**src/rtl/rbcp_initiator.sv**
```systemverilog
// rbcp_initiator: RBCP register-bus master driven by a local command/response handshake
//
// Runs one RBCP read or write at a time. The sequence is IDLE -> SETUP -> STROBE -> WAIT -> RESP.
// If no ACK arrives within TIMEOUT cycles of WAIT, the transaction is aborted and a
// saturating timeout counter is incremented.
//
// Ports:
//   i_clk, i_rst_n                     clock, synchronous active-low reset
//   i_cmd_valid / o_cmd_ready          command handshake
//   i_cmd_write, i_cmd_addr, i_cmd_wd  command: 1 = write, address, write data
//   o_rsp_valid / i_rsp_ready          response handshake
//   o_rsp_rd, o_rsp_timeout            read data (00 for write or timeout), abort flag
//   o_rbcp_act, o_rbcp_addr, o_rbcp_wd RBCP bus-active, address, write data
//   o_rbcp_we, o_rbcp_re               single-cycle write / read strobes
//   i_rbcp_ack, i_rbcp_rd              slave acknowledge and read data
//   o_busy                             high in every state except IDLE
//   o_timeout_count                    saturating count of timed-out transactions
module rbcp_initiator #(
    parameter int TIMEOUT = 16,
    parameter int TO_W    = 16
) (
    input  logic        i_clk,
    input  logic        i_rst_n,
    input  logic        i_cmd_valid,
    output logic        o_cmd_ready,
    input  logic        i_cmd_write,
    input  logic [31:0] i_cmd_addr,
    input  logic [7:0]  i_cmd_wd,
    output logic        o_rsp_valid,
    input  logic        i_rsp_ready,
    output logic [7:0]  o_rsp_rd,
    output logic        o_rsp_timeout,
    output logic        o_rbcp_act,
    output logic [31:0] o_rbcp_addr,
    output logic [7:0]  o_rbcp_wd,
    output logic        o_rbcp_we,
    output logic        o_rbcp_re,
    input  logic        i_rbcp_ack,
    input  logic [7:0]  i_rbcp_rd,
    output logic        o_busy,
    output logic [15:0] o_timeout_count
);
    typedef enum logic [2:0] {IDLE, SETUP, STROBE, WAIT, RESP} state_t;

    state_t      r_state;
    logic        r_write;
    logic [TO_W-1:0] r_cnt;
    logic        r_cmd_ready, r_rsp_valid, r_rsp_to, r_act, r_we, r_re, r_busy;
    logic [31:0] r_addr;
    logic [7:0]  r_wd, r_rsp_rd;
    logic [15:0] r_to_cnt;

    always_ff @(posedge i_clk) begin
        if (!i_rst_n) begin
            r_state     <= IDLE;
            r_write     <= 1'b0;
            r_cnt       <= '0;
            r_cmd_ready <= 1'b1;
            r_rsp_valid <= 1'b0;
            r_rsp_to    <= 1'b0;
            r_act       <= 1'b0;
            r_we        <= 1'b0;
            r_re        <= 1'b0;
            r_busy      <= 1'b0;
            r_addr      <= '0;
            r_wd        <= '0;
            r_rsp_rd    <= '0;
            r_to_cnt    <= '0;
        end else begin
            r_we <= 1'b0;
            r_re <= 1'b0;
            case (r_state)
                IDLE: if (i_cmd_valid) begin
                    r_addr      <= i_cmd_addr;
                    r_wd        <= i_cmd_wd;
                    r_write     <= i_cmd_write;
                    r_cmd_ready <= 1'b0;
                    r_act       <= 1'b1;
                    r_busy      <= 1'b1;
                    r_state     <= SETUP;
                end
                SETUP: begin
                    r_we    <= r_write;
                    r_re    <= !r_write;
                    r_state <= STROBE;
                end
                STROBE, WAIT: begin
                    // ACK takes priority over the timeout condition in the same cycle
                    if (i_rbcp_ack) begin
                        r_state     <= RESP;
                        r_act       <= 1'b0;
                        r_rsp_valid <= 1'b1;
                        r_rsp_rd    <= r_write ? 8'h00 : i_rbcp_rd;
                        r_rsp_to    <= 1'b0;
                    end else if (r_state == STROBE) begin
                        r_cnt   <= '0;
                        r_state <= WAIT;
                    end else if (r_cnt == TO_W'(TIMEOUT - 1)) begin
                        r_state     <= RESP;
                        r_act       <= 1'b0;
                        r_rsp_valid <= 1'b1;
                        r_rsp_rd    <= 8'h00;
                        r_rsp_to    <= 1'b1;
                        r_to_cnt    <= &r_to_cnt ? r_to_cnt : r_to_cnt + 16'd1;
                    end else begin
                        r_cnt <= r_cnt + 1'b1;
                    end
                end
                RESP: if (i_rsp_ready) begin
                    r_rsp_valid <= 1'b0;
                    r_cmd_ready <= 1'b1;
                    r_busy      <= 1'b0;
                    r_state     <= IDLE;
                end
                default: r_state <= IDLE;
            endcase
        end
    end

    assign o_cmd_ready     = r_cmd_ready;
    assign o_rsp_valid     = r_rsp_valid;
    assign o_rsp_rd        = r_rsp_rd;
    assign o_rsp_timeout   = r_rsp_to;
    assign o_rbcp_act      = r_act;
    assign o_rbcp_addr     = r_addr;
    assign o_rbcp_wd       = r_wd;
    assign o_rbcp_we       = r_we;
    assign o_rbcp_re       = r_re;
    assign o_busy          = r_busy;
    assign o_timeout_count = r_to_cnt;
endmodule

```
**config.mk**
```make
export PLATFORM = sky130hd
export DESIGN_NAME = rbcp_initiator
export DESIGN_NICKNAME = d
export VERILOG_FILES = /design/src/rtl/rbcp_initiator.sv
export SDC_FILE = /design/constraint.sdc
export NUM_CORES = 1
export LEC_CHECK = 0
export CAP_MARGIN = 20
export CORE_UTILIZATION = 45
export CTS_CLUSTER_DIAMETER = 60
export DETAILED_ROUTE_END_ITERATION = 6
export MAX_ROUTING_LAYER = met4
export PLACE_DENSITY = 0.79
export SETUP_SLACK_MARGIN = 0.5
export SLEW_MARGIN = 20
export SYNTH_ARGS = -nofsm -noshare
export SYNTH_HDL_FRONTEND = slang
export SYNTH_SLANG_ARGS = --single-unit
```
**constraint.sdc**
```tcl
create_clock -name i_clk -period 2 [get_ports i_clk]
set_input_delay 0.4 -clock i_clk [delete_from_list [all_inputs] [get_ports i_clk]]
set_output_delay 0.4 -clock i_clk [all_outputs]
set_load 0.02 [all_outputs]
```
# After elaboration in Yosys (flattened, before gate mapping)

Index checks and enable logic that the tools add are counted.
Widths: inputs -> output; s select.

$add $sub $neg: 2
Eq/ne operators: 12
Mux-type cells: 27
Bitwise operators: 3
Reductions and logical operators: 17

Operators by type and width:

| cell                  | count |
|---|---|
| $add 16x1->16 const B | 2 |
| $mux 16               | 2 |
| $mux 8                | 4 |
| $eq 16x4->1 const B   | 1 |
| $reduce_and 16->1     | 1 |
| $mux 3                | 5 |
| $pmux 3 s4            | 1 |
| $reduce_and 3->1      | 4 |
| $mux 1                | 11 |
| $ne 2x2->1 const B    | 4 |
| $pmux 1 s2            | 4 |
| $reduce_and 4->1      | 2 |
| $reduce_bool 2->1     | 4 |
| $eq 3x2->1 const B    | 2 |
| $ne 3x3->1 const B    | 2 |
| $reduce_and 5->1      | 1 |
| $ne 4x4->1 const B    | 1 |
| $reduce_and 2->1      | 2 |
| $eq 3x1->1 const B    | 1 |
| $eq 3x3->1 const B    | 1 |
| $logic_not 3->1       | 1 |
| $not 1->1             | 3 |
| $reduce_or 2->1       | 1 |
| $logic_not 1->1       | 1 |

Register bits: 91
Input port bits: 54
Output and inout bits: 71
Word-level logic and storage cells: 75

# Longest topological paths before layout

Gate-level depths: netlist (run 1).

Word-level depth: 5
Gate-level depth with buffers: 7
Depth with buffers taken out: 6

# Least setup slack after synthesis (run 1)

OpenSTA, ideal clock, no wires.

Path kind: register to register
Start: reg r_to_cnt[0] (netlist: o_timeout_count[0])
End: reg r_to_cnt[5] (netlist: o_timeout_count[5])
Setup time: 0.115 ns
Arrival: 1.682 ns
Required time: 1.885 ns
Setup slack: 0.204 ns
Cell stages (with the launch flop): 7
Buffers on the path: 0
Clock period less this slack: 1.796 ns
Path through: dfxtp_1 -> ha_1 -> inv_1 -> or4_1 -> nand4_4 -> nor3_1 -> o21a_1

Word-level cells in the longest chain between the ends: 3
Elaborated cells on any way between the ends: 4
Classes of those cells: add/sub: 1; bitwise: 1; reduce/logical: 2

Ends and longest elaborated chain:

| what                                                                  | line | text |
|---|---|---|
| start, declared                                                       | 51   | `logic [15:0] r_to_cnt;` |
| start signal, assigned                                                | 104  | `r_to_cnt <= &r_to_cnt ? r_to_cnt : r_to_cnt + 16'd1;` |
| parallel branches: the longest is 3 deep, another holds $add 16x1->16 | n/a  |  |

Several ways; the timed one is not identified.
A chain may end at the register's enable or synchronous reset.

# Worst setup path in the final report (run 1)

Start: reg r_cnt[6]
End: reg r_to_cnt[9] (netlist: o_timeout_count[9])

Word-level cells in the longest chain between the ends: 2

Ends and longest elaborated chain:

| what                       | line | text |
|---|---|---|
| start, declared            | 47   | `logic [TO_W-1:0] r_cnt;` |
| start signal, assigned     | 106  | `r_cnt <= r_cnt + 1'b1;` |
| $eq 16x4->1                | 98   | `end else if (r_cnt == TO_W'(TIMEOUT - 1)) begin` |
| $reduce_and 5->1 (no line) | n/a  |  |

No other way between the ends.

==> metrics.txt, run 1 <==
critical-path maximum fanout=8; antenna violations before repair=0; I/O pin cnt=around 130; FMAX=536 MHz; GP Congestion=slightly below 0.9; row count=33; cell internal pwr=2990 uW; outcome=complete, no violations; critical path capture point type=register; synth unique cells=47; total CTS buffers=9; Worst Tran Pin Value=roughly 330 ps; Reg power frac=about 48%; Tot GR Track Use=a little over a quarter; period utilization=just over 90%; Final HPWL DP=7140 um; Clk pwr share=roughly 34%; post-layout min period=~1900 ps; Overflow after GRT=0; Post-Layout Cell Count=734; Sinks on Clock Net=91; Syn-to-layout area delta=63.3%; area share of the largest cell type after synthesis=48.1%; Critical Path Start Type=register; total number of vias=between 4000 and 5000; GR peak layer=met2; Mapped Area=about 3800 sq um; FFs w/ async S/R, synth=0%; CTS tree=yes; Clock transition at path regs=approximately 90 ps; # port buffers=~120; Net Sw Frac=between 20% and 30%; CP arrival=about 2200 ps; Yosys warnings=0; number of global-route vias before repair=3740; met3 Use GR=between 5 and 6%; first-pass GRT wire length=approximately 18000 um; CORE AREA=around 8200 sq um; share of layout cells above drive strength 1=about 28%; P per Cell Area=roughly 670 nW/um^2; top_reg_cell synth=dfxtp_1; final hold viol count=0; drt drc=0; fin nets=between 600 and 700; CTS root buf=clkbuf_8; largest net degree at the start of global routing=44; Die Ht=about 94 um; HP Class=register to register; post-DR wirelength/cell=between 15 and 20 um; Max IR drop VDD=0.000404 V; Design Power=around 4100 uW; MaxCap Viol Count=0; power share of the combinational group=around a fifth; Net Sw Power=between 1000 and 1500 uW; Slew Limit Fails=0; CP Class=register to register; register area share after synthesis=approximately half; Cells after DPL=between 600 and 700; syn_nets=between 500 and 600; Finish-stage setup viols=0; post-route ant nets=0; final core occ=75.7%; die footprint=8790 sq um; die width=93.8 um; clock latency on the worst-skew pair=360 ps; Via density=approximately 5.5; Ant. Diodes=0; Relative slew margins=a little under 80%; Leak=between 0.002 and 0.003 uW; Synth area leader=dfxtp_1; met2 Track Usage GR=about 44%; most frequent cell after synthesis=nand2_1; Mean Syn Cell Area=between 8 and 9 sq um; Worst EP required=between 2000 and 2500 ps; number of synthesized flops with an enable pin=0; #FFs+latches synth=between 90 and 100; Starting Density=a little under half; Clock Path Buffers=2; Syn Inst Count=452; RSZ-0062 raised after global routing=yes; drt first pass iters=4; Synth top cells by count=nand2_1, dfxtp_1, a21oi_1, nor2_1, clkbuf_1; First DRT Iteration DRCs=~190; Worst Clk Skew=14.6 ps; met1 usage=around 31%; drt total wl=roughly 12000 um; htree depth=3; ranking of synthesized cells by area=dfxtp_1, nand2_1, a21oi_1
==> worst paths after layout <==
check,from,to,slack [ps],depth (start not counted)
worst max-delay path,r_cnt[6],o_timeout_count[9],130,5
worst max register to register,r_cnt[6],o_timeout_count[9],130,5
worst min register to register,o_rbcp_addr[2],o_rbcp_addr[2],450,2
worst min-delay path,o_rbcp_addr[2],o_rbcp_addr[2],450,2
==> power groups by stage <==
stage          clock, uW  sequential (uW)  combinational [uW]
4_1_cts             1400             1960                 761
3_5_place_dp           0             2010                 763
2_1_floorplan          0             2110                 270
3_3_place_gp           0             2010                 752
5_1_grt             1480             1970                 838
6_report            1390             1960                 780
==> sequential cells by signal (all words and copies together) (netlist names) <==
signal and count:
r_state 3, o_rbcp_wd 8, o_rsp_valid 1, r_write 1
o_rbcp_re 1, o_rbcp_act 1, o_busy 1, o_rsp_timeout 1
o_rsp_rd 8, o_rbcp_addr 32, o_timeout_count 16, o_cmd_ready 1
r_cnt 16, o_rbcp_we 1
==> stage by stage <==
step / hold slack [ps] / worst slack, ps / TNS, ps / cell area [sq um]
final: 455 / 134 / 0 / 6190
after global routing: 468 / 88.3 / 0 / 6190
after CTS: 458 / 255 / 0 / 5880
after detailed placement: 449 / -86.4 / -728 / 5370
after global placement: 441 / -38.7 / -190 / 5370
after floorplan: 441 / 350 / 0 / 3850
==> worst max-delay path: stages, from the launching register on <==
cell     delay [ps]
dfxtp_4         370
nor4_4          350
and4_4          340
nand4_4         170
or3_1           370
a21oi_1         180
==> cell families after synthesis <==
family,Yosys count,share of synthesized area [%]
xor gates and xnor gates,18,4.16
DFF,91,48.1
muxes,5,1.32
and+or+nand+nor,227,30.3
adders and majority gates,2,0.660
buffers and inverters,28,3.17
AOI/OAI and AO/OA,81,12.3
==> metal layers <==
layer  wire, um  up-vias  part of all wire, %
met3        751       40                  6.1
met5          0        -                    0
met2       6280      174                   51
met4        426        0                  3.5
li1           -     1893                    -
met1       4870     1905                   40
==> placed cells by master (no fill, tap or decap), types with 5 or more instances in the layout <==
| cell | n |
|---|---|
| buf_4 | 45 |
| xnor2_1 | 5 |
| dlygate4sd2_1 | 53 |
| buf_6 | 10 |
| o21ai_0 | 5 |
| nand2_1 | 118 |
| clkbuf_8 | 10 |
| dfxtp_4 | 10 |
| clkdlybuf4s50_1 | 52 |
| o21ai_2 | 8 |
| clkdlybuf4s15_2 | 9 |
| dfxtp_1 | 66 |
| nor4_4 | 6 |
| dfxtp_2 | 15 |
| a21oi_1 | 49 |
| xor2_1 | 10 |
| mux2i_1 | 5 |
| clkdlybuf4s15_1 | 7 |
| nand4_1 | 7 |
| nor2_1 | 23 |
| nand3_1 | 12 |
==> final cells by class <==
type / instances / area, sq um
Sequential cell: 91 / 1880
Clock inverter: 4 / 73.8
Multi-Input combinational cell: 333 / 2220
Clock buffer: 12 / 145
Inverter: 5 / 18.8
Fill cell: 570 / 1990
Tap cell: 105 / 131
Timing Repair Buffer: 184 / 1720
==> timing repair <==
item | in CTS | in global routing
resized for setup | 147 | 62
setup buffers | 15 | 16
cloned | 1 | 0
hold buffers | 0 | 0
endpoints found under the setup margin | 157 | 102
pin swaps | 18 | 35
Note: power is estimated with default switching activity, not from simulation.
==> run 2, diff against run 1 <==
CORE_UTILIZATION = 40   (was 45)
PLACE_DENSITY = 0.71   (was 0.79)
==> metrics.txt, run 2 (synthesis results as in run 1) <==
pre-CTS WS=-130 ps (-43.4 ps); Max IR drop VDD=0.000523 V (+29%); Leak=0.00253 uW (-0.89%); Via density=5.16 (-5.6%); most frequent cells in the layout=nand2_1, dfxtp_1, dlygate4sd2_1, clkdlybuf4s50_1, a21oi_1; R2R cell count=8 (+3); share of layout cells above drive strength 1=24.4% (-3.5 points); Final HPWL DP=7100 um (-0.54%); Design Power=4180 uW (+1.4%); DP Area=5400 sq um (+0.51%); # port buffers=124 (unchanged); critical path capture point type=register; Hold Startpoint=o_rbcp_addr[19]; FMAX=568 MHz (+5.9%); met1 usage=26.8% (-3.7 points); drt drc=0 (unchanged); I/O pin cnt=125 (unchanged); CTS tree=yes; drt total wl=11000 um (-11%); MaxCap Viol Count=0 (unchanged); Hold Buf Count CTS=0 (unchanged); CTS root buf=clkbuf_8; CP arrival=2010 ps (-140 ps); Worst Clk Skew=12.1 ps (-2.47 ps); Die Ht=99.3 um (+5.9%); number of global-route vias before repair=3542 (-5.3%); R2R Path End=o_timeout_count[0]; Relative slew margins=71.0% (-7.1 points); drt first pass iters=6 (+2); die width=99.3 um (+5.9%); met2 Track Usage GR=34.5% (-9.2 points); area of the multi-input gates=2100 sq um (-5.5%); critical-path maximum fanout=7 (-1); Starting Density=41.2% (-5.1 points); Critical Path Start Type=register; leading cell type in the layout, fill and taps excluded=nand2_1; row count=35 (+6.1%); Worst Tran Pin Value=431 ps (+106 ps); P per Cell Area=690 nW/um^2 (+3.5%); CP Class=register to register; Clock Path Buffers=2 (unchanged); total of fill cells in the finished design=754 (+32%); Worst EP required=2250 ps (-40 ps); First DRT Iteration DRCs=108 (-44%); final instance area=6060 sq um (-2.0%); htree depth=3 (unchanged); post-layout min period=1760 ps (-104 ps); GP Congestion=0.883 (-1.1%); Syn-to-layout area delta=60.0%; Reg area=1870 sq um (-0.33%); clock latency on the worst-skew pair=360 ps (about the same); Sinks on Clock Net=91 (unchanged); Tot GR Track Use=21.9% (-4.4 points); total CTS buffers=9 (unchanged); final worst slack=238 ps (+104 ps); outcome=complete, no violations; CORE AREA=9200 sq um (+12%); first-pass GRT wire length=16800 um (-4.5%); Clock transition at path regs=90 ps (about the same); met3 Use GR=5.48% (-0.34 points); antenna violations before repair=0 (unchanged); Hold EP=o_rbcp_addr[19]; total number of vias=3793 (-5.5%); worst reg2reg path startpoint=r_cnt[14]; Finish-stage setup viols=0 (unchanged); Largest register FFs=32 (unchanged); Ant. Diodes=0 (unchanged); post-route ant nets=0 (unchanged); die footprint=9870 sq um (+12%); post-DR wirelength/cell=14.9 um (-11%); hold path depth=2 (unchanged); Slew Limit Fails=0 (unchanged); Overflow after GRT=0 (unchanged); final hold viol count=0 (unchanged); period utilization=88.1% (-5.2 points); fin nets=675 (-0.74%); GR peak layer=met2; HP Class=register to register; RSZ-0062 raised after global routing=yes; largest net degree at the start of global routing=44 (unchanged); R2R setup slack=240 ps (+100 ps)
-- run 2: power breakdown --
part | total [uW] | leakage (uW) | switching [uW] | internal [uW]
clock | 1410 | 0.000110 | 662 | 746
sequential | 1960 | 0.000755 | 57.2 | 1900
combinational | 816 | 0.00167 | 443 | 373
total | 4180 | 0.00253 | 1160 | 3020
-- run 2: routing by layer --
layer	vias up	part of all wire (%)	wire (um)
met2	110	50	5450
met1	1778	43	4760
li1	1887	-	-
met4	0	1.4	151
met3	18	5.6	620
met5	-	0	0
-- run 2: how the worst max path moves through the flow --
stage                                to       start  slack [ps]  cells past startpoint
finish               o_timeout_count[0]   r_cnt[14]         240                      8
global route         o_timeout_count[0]   r_cnt[14]         150                      8
CTS                 o_timeout_count[12]   r_cnt[14]         260                      7
detailed placement   o_timeout_count[2]  i_rbcp_ack        -130                      6
global placement              r_cnt[10]  i_rbcp_ack         -50                      7
floorplan            o_timeout_count[7]   r_cnt[10]         350                      6
-- run 2: worst max-delay path, cell delays in order (launching register included) --
cell	delay, ps
dfxtp_4	360
nor4_4	310
buf_4	180
nand4_4	170
buf_4	180
nor3_2	170
buf_4	140
xnor2_1	110
nor2_1	50
-- run 2: cell type report --
class,instances,area share [%]
well taps,111,2.29
flip-flops and latches,91,30.9
clock buffers,11,2.33
repair buffers,179,28.2
clock inverters,5,1.40
inverters,5,0.310
multi-input cells,333,34.6
-- run 2: repair_timing --
item,CTS,global route
endpoints found under the setup margin,114,98
setup buffers,13,10
resized for setup,126,44
pin swaps,10,18
cloned,1,2
-- run 2: per-stage QoR --
| stage | hold slack, ps | std cells | setup TNS, ps | utilization (%) |
|---|---|---|---|---|
| after global routing | 475 | 735 | 0 | 65.9 |
| after detailed placement | 445 | 693 | -626 | 58.7 |
| after global placement | 441 | 693 | -256 | 58.7 |
| final | 452 | 735 | 0 | 65.9 |
| after CTS | 455 | 723 | 0 | 63.2 |
| after floorplan | 441 | 452 | 0 | - |
==> run 3, diff against run 2 <==
TNS_END_PERCENT = 10   (was unset)
==> metrics.txt, run 3 (synthesis results as in run 1) <==
outcome=complete, no violations; share of layout cells above drive strength 1=21.3% (-3.1 points); HP Class=register to register; Sinks on Clock Net=91 (unchanged); Syn-to-layout area delta=55.4%; Worst Clk Skew=13.6 ps (+1.45 ps); CP Class=register to register; htree depth=3 (unchanged); hold path depth=2 (unchanged); post-DR wirelength/cell=14.9 um (about the same); Critical Path End=o_timeout_count[9]; fin nets=677 (+0.30%); Clk pwr share=28.6% (-5.1 points); Net Sw Frac=29.4% (+1.6 points); number of global-route vias before repair=3697 (+4.4%); slowest stage delay, CP=380 ps (+20 ps); Reg area=1860 sq um (-0.60%); antenna violations before repair=0 (unchanged); GP Congestion=0.930 (+5.3%); drt first pass iters=5 (-1); Finish-stage setup viols=0 (unchanged); Starting Density=41.2% (unchanged); Worst EP required=2290 ps (+40 ps); Leak=0.00223 uW (-12%); clock latency on the worst-skew pair=360 ps (about the same); family with the most delay on the worst path=simple AND/OR/NAND/NOR gates; MaxCap Viol Count=0 (unchanged); Largest register FFs=32 (unchanged); TNS Setup=0 ps (unchanged); Reg power frac=51.0% (+4.2 points); total of fill cells in the finished design=784 (+4.0%); Final HPWL DP=7380 um (+4.0%); row count=35 (unchanged); RSZ-0062 raised after global routing=yes; leading cell type in the layout, fill and taps excluded=nand2_1; worst setup path startpoint=r_cnt[1]; drt drc=0 (unchanged); FMAX=556 MHz (-2.0%); Design Power=3850 uW (-7.9%); final hold slack=457 ps (+4.59 ps); final worst slack=202 ps (-36.3 ps); P per Cell Area=655 nW/um^2 (-5.2%); cell internal pwr=2720 uW (-10%); most frequent cells in the layout=nand2_1, clkdlybuf4s50_1, dfxtp_1, buf_4, a21oi_1; CP max stage cell=or3_1; period utilization=89.9% (+1.8 points); critical path buffer and inverter count=1 (-2); CTS root buf=clkbuf_8; Critical Path Start Type=register; Tot GR Track Use=22.4% (+0.51 points); Net Sw Power=1130 uW (-2.5%); largest net degree at the start of global routing=28 (-36%); Clock transition at path regs=90 ps (about the same); R2R cell count=7 (-1); Die Ht=99.3 um (unchanged); CP Cell Sequence=ha_4, and3_4, and4_4, buf_6, nand4_4, or3_1, a21oi_2; Via density=5.22 (+1.2%); pre-CTS WS=-123 ps (+6.47 ps); CP arrival=2090 ps (+80 ps); Hold Buf Count CTS=0 (unchanged); R2R Path End=o_timeout_count[9]; power share of the combinational group=20.4% (+0.9 points); Slew Limit Fails=0 (unchanged); die width=99.3 um (unchanged); area of the multi-input gates=2030 sq um (-3.3%); Levels on crit path=7 (-1); Relative slew margins=70.0% (-1.0 points); Overflow after GRT=0 (unchanged); Max IR drop VDD=0.000445 V (-15%); critical-path maximum fanout=7 (unchanged); first-pass GRT wire length=17200 um (+2.1%); Worst Tran Pin Value=447 ps (+15.8 ps); Ant. Diodes=0 (unchanged); final hold viol count=0 (unchanged); CTS tree=yes; post-layout min period=1800 ps (+36.3 ps); post-route ant nets=0 (unchanged); R2R setup slack=200 ps (-40 ps); I/O pin cnt=125 (unchanged); critical path capture point type=register; die footprint=9870 sq um (unchanged); drt total wl=11000 um (about the same); CORE AREA=9200 sq um (unchanged); Clock Path Buffers=2 (unchanged); worst reg2reg path startpoint=r_cnt[1]; First DRT Iteration DRCs=126 (+17%); total CTS buffers=9 (unchanged); total number of vias=3843 (+1.3%); # port buffers=124 (unchanged)
-- run 3: metrics by stage --
step                instances  cell area, sq um  util, %
detailed placement        696              5360     58.3
CTS                       720              5640     61.3
finish                    736              5890     64.0
global route              736              5890     64.0
floorplan                 452              3830        -
global placement          696              5360     58.3
-- run 3: per-layer routing --
layer  up-vias  track usage, %  part of all wire, %
met4         0            8.71                  1.3
met5         -               -                    0
met3        18            4.43                  5.2
met2       120            36.1                   50
li1       1884               -                    -
met1      1821            27.8                   43
-- run 3: worst min-delay path: stages (launching register included) --
cell	delay [ps]
dfxtp_1	320
nand2_1	50
a21oi_1	50
-- run 3: final cells by class --
cell class,instances,area share [%]
timing repair buffer,180,28.5
multi-input combinational,334,34.4
clock buffer,9,2.10
clock inverter,6,0.701
inverter,5,0.340
tap,111,2.36
sequential,91,31.6
-- run 3: how the worst min path moves through the flow --
stage / endpoint / from / slack (ps)
2_1_floorplan: o_rbcp_re / r_write / 440
3_3_place_gp: o_rbcp_wd[5] / o_rbcp_wd[5] / 440
3_5_place_dp: o_rbcp_addr[15] / o_rbcp_addr[15] / 450
4_1_cts: o_rbcp_addr[15] / o_rbcp_addr[15] / 460
5_1_grt: o_rbcp_wd[5] / o_rbcp_wd[5] / 480
6_report: o_rbcp_addr[27] / o_rbcp_addr[27] / 460
-- run 3: power groups by stage --
stage	logic (uW)	registers (uW)	clock network [uW]
6_report	788	1960	1100
4_1_cts	787	1960	1140
3_3_place_gp	759	2000	0
3_5_place_dp	771	2010	0
5_1_grt	850	1980	1210
2_1_floorplan	268	2110	0
-- run 3: repair_timing --
| item | 4_1_cts | 5_1_grt |
|---|---|---|
| gates cloned | 1 | 0 |
| setup endpoints to repair | 117 | 144 |
| gates resized for setup | 38 | 36 |
| pin swaps | 10 | 14 |
| endpoints found under the hold margin | 0 | 0 |
| setup buffers | 8 | 16 |
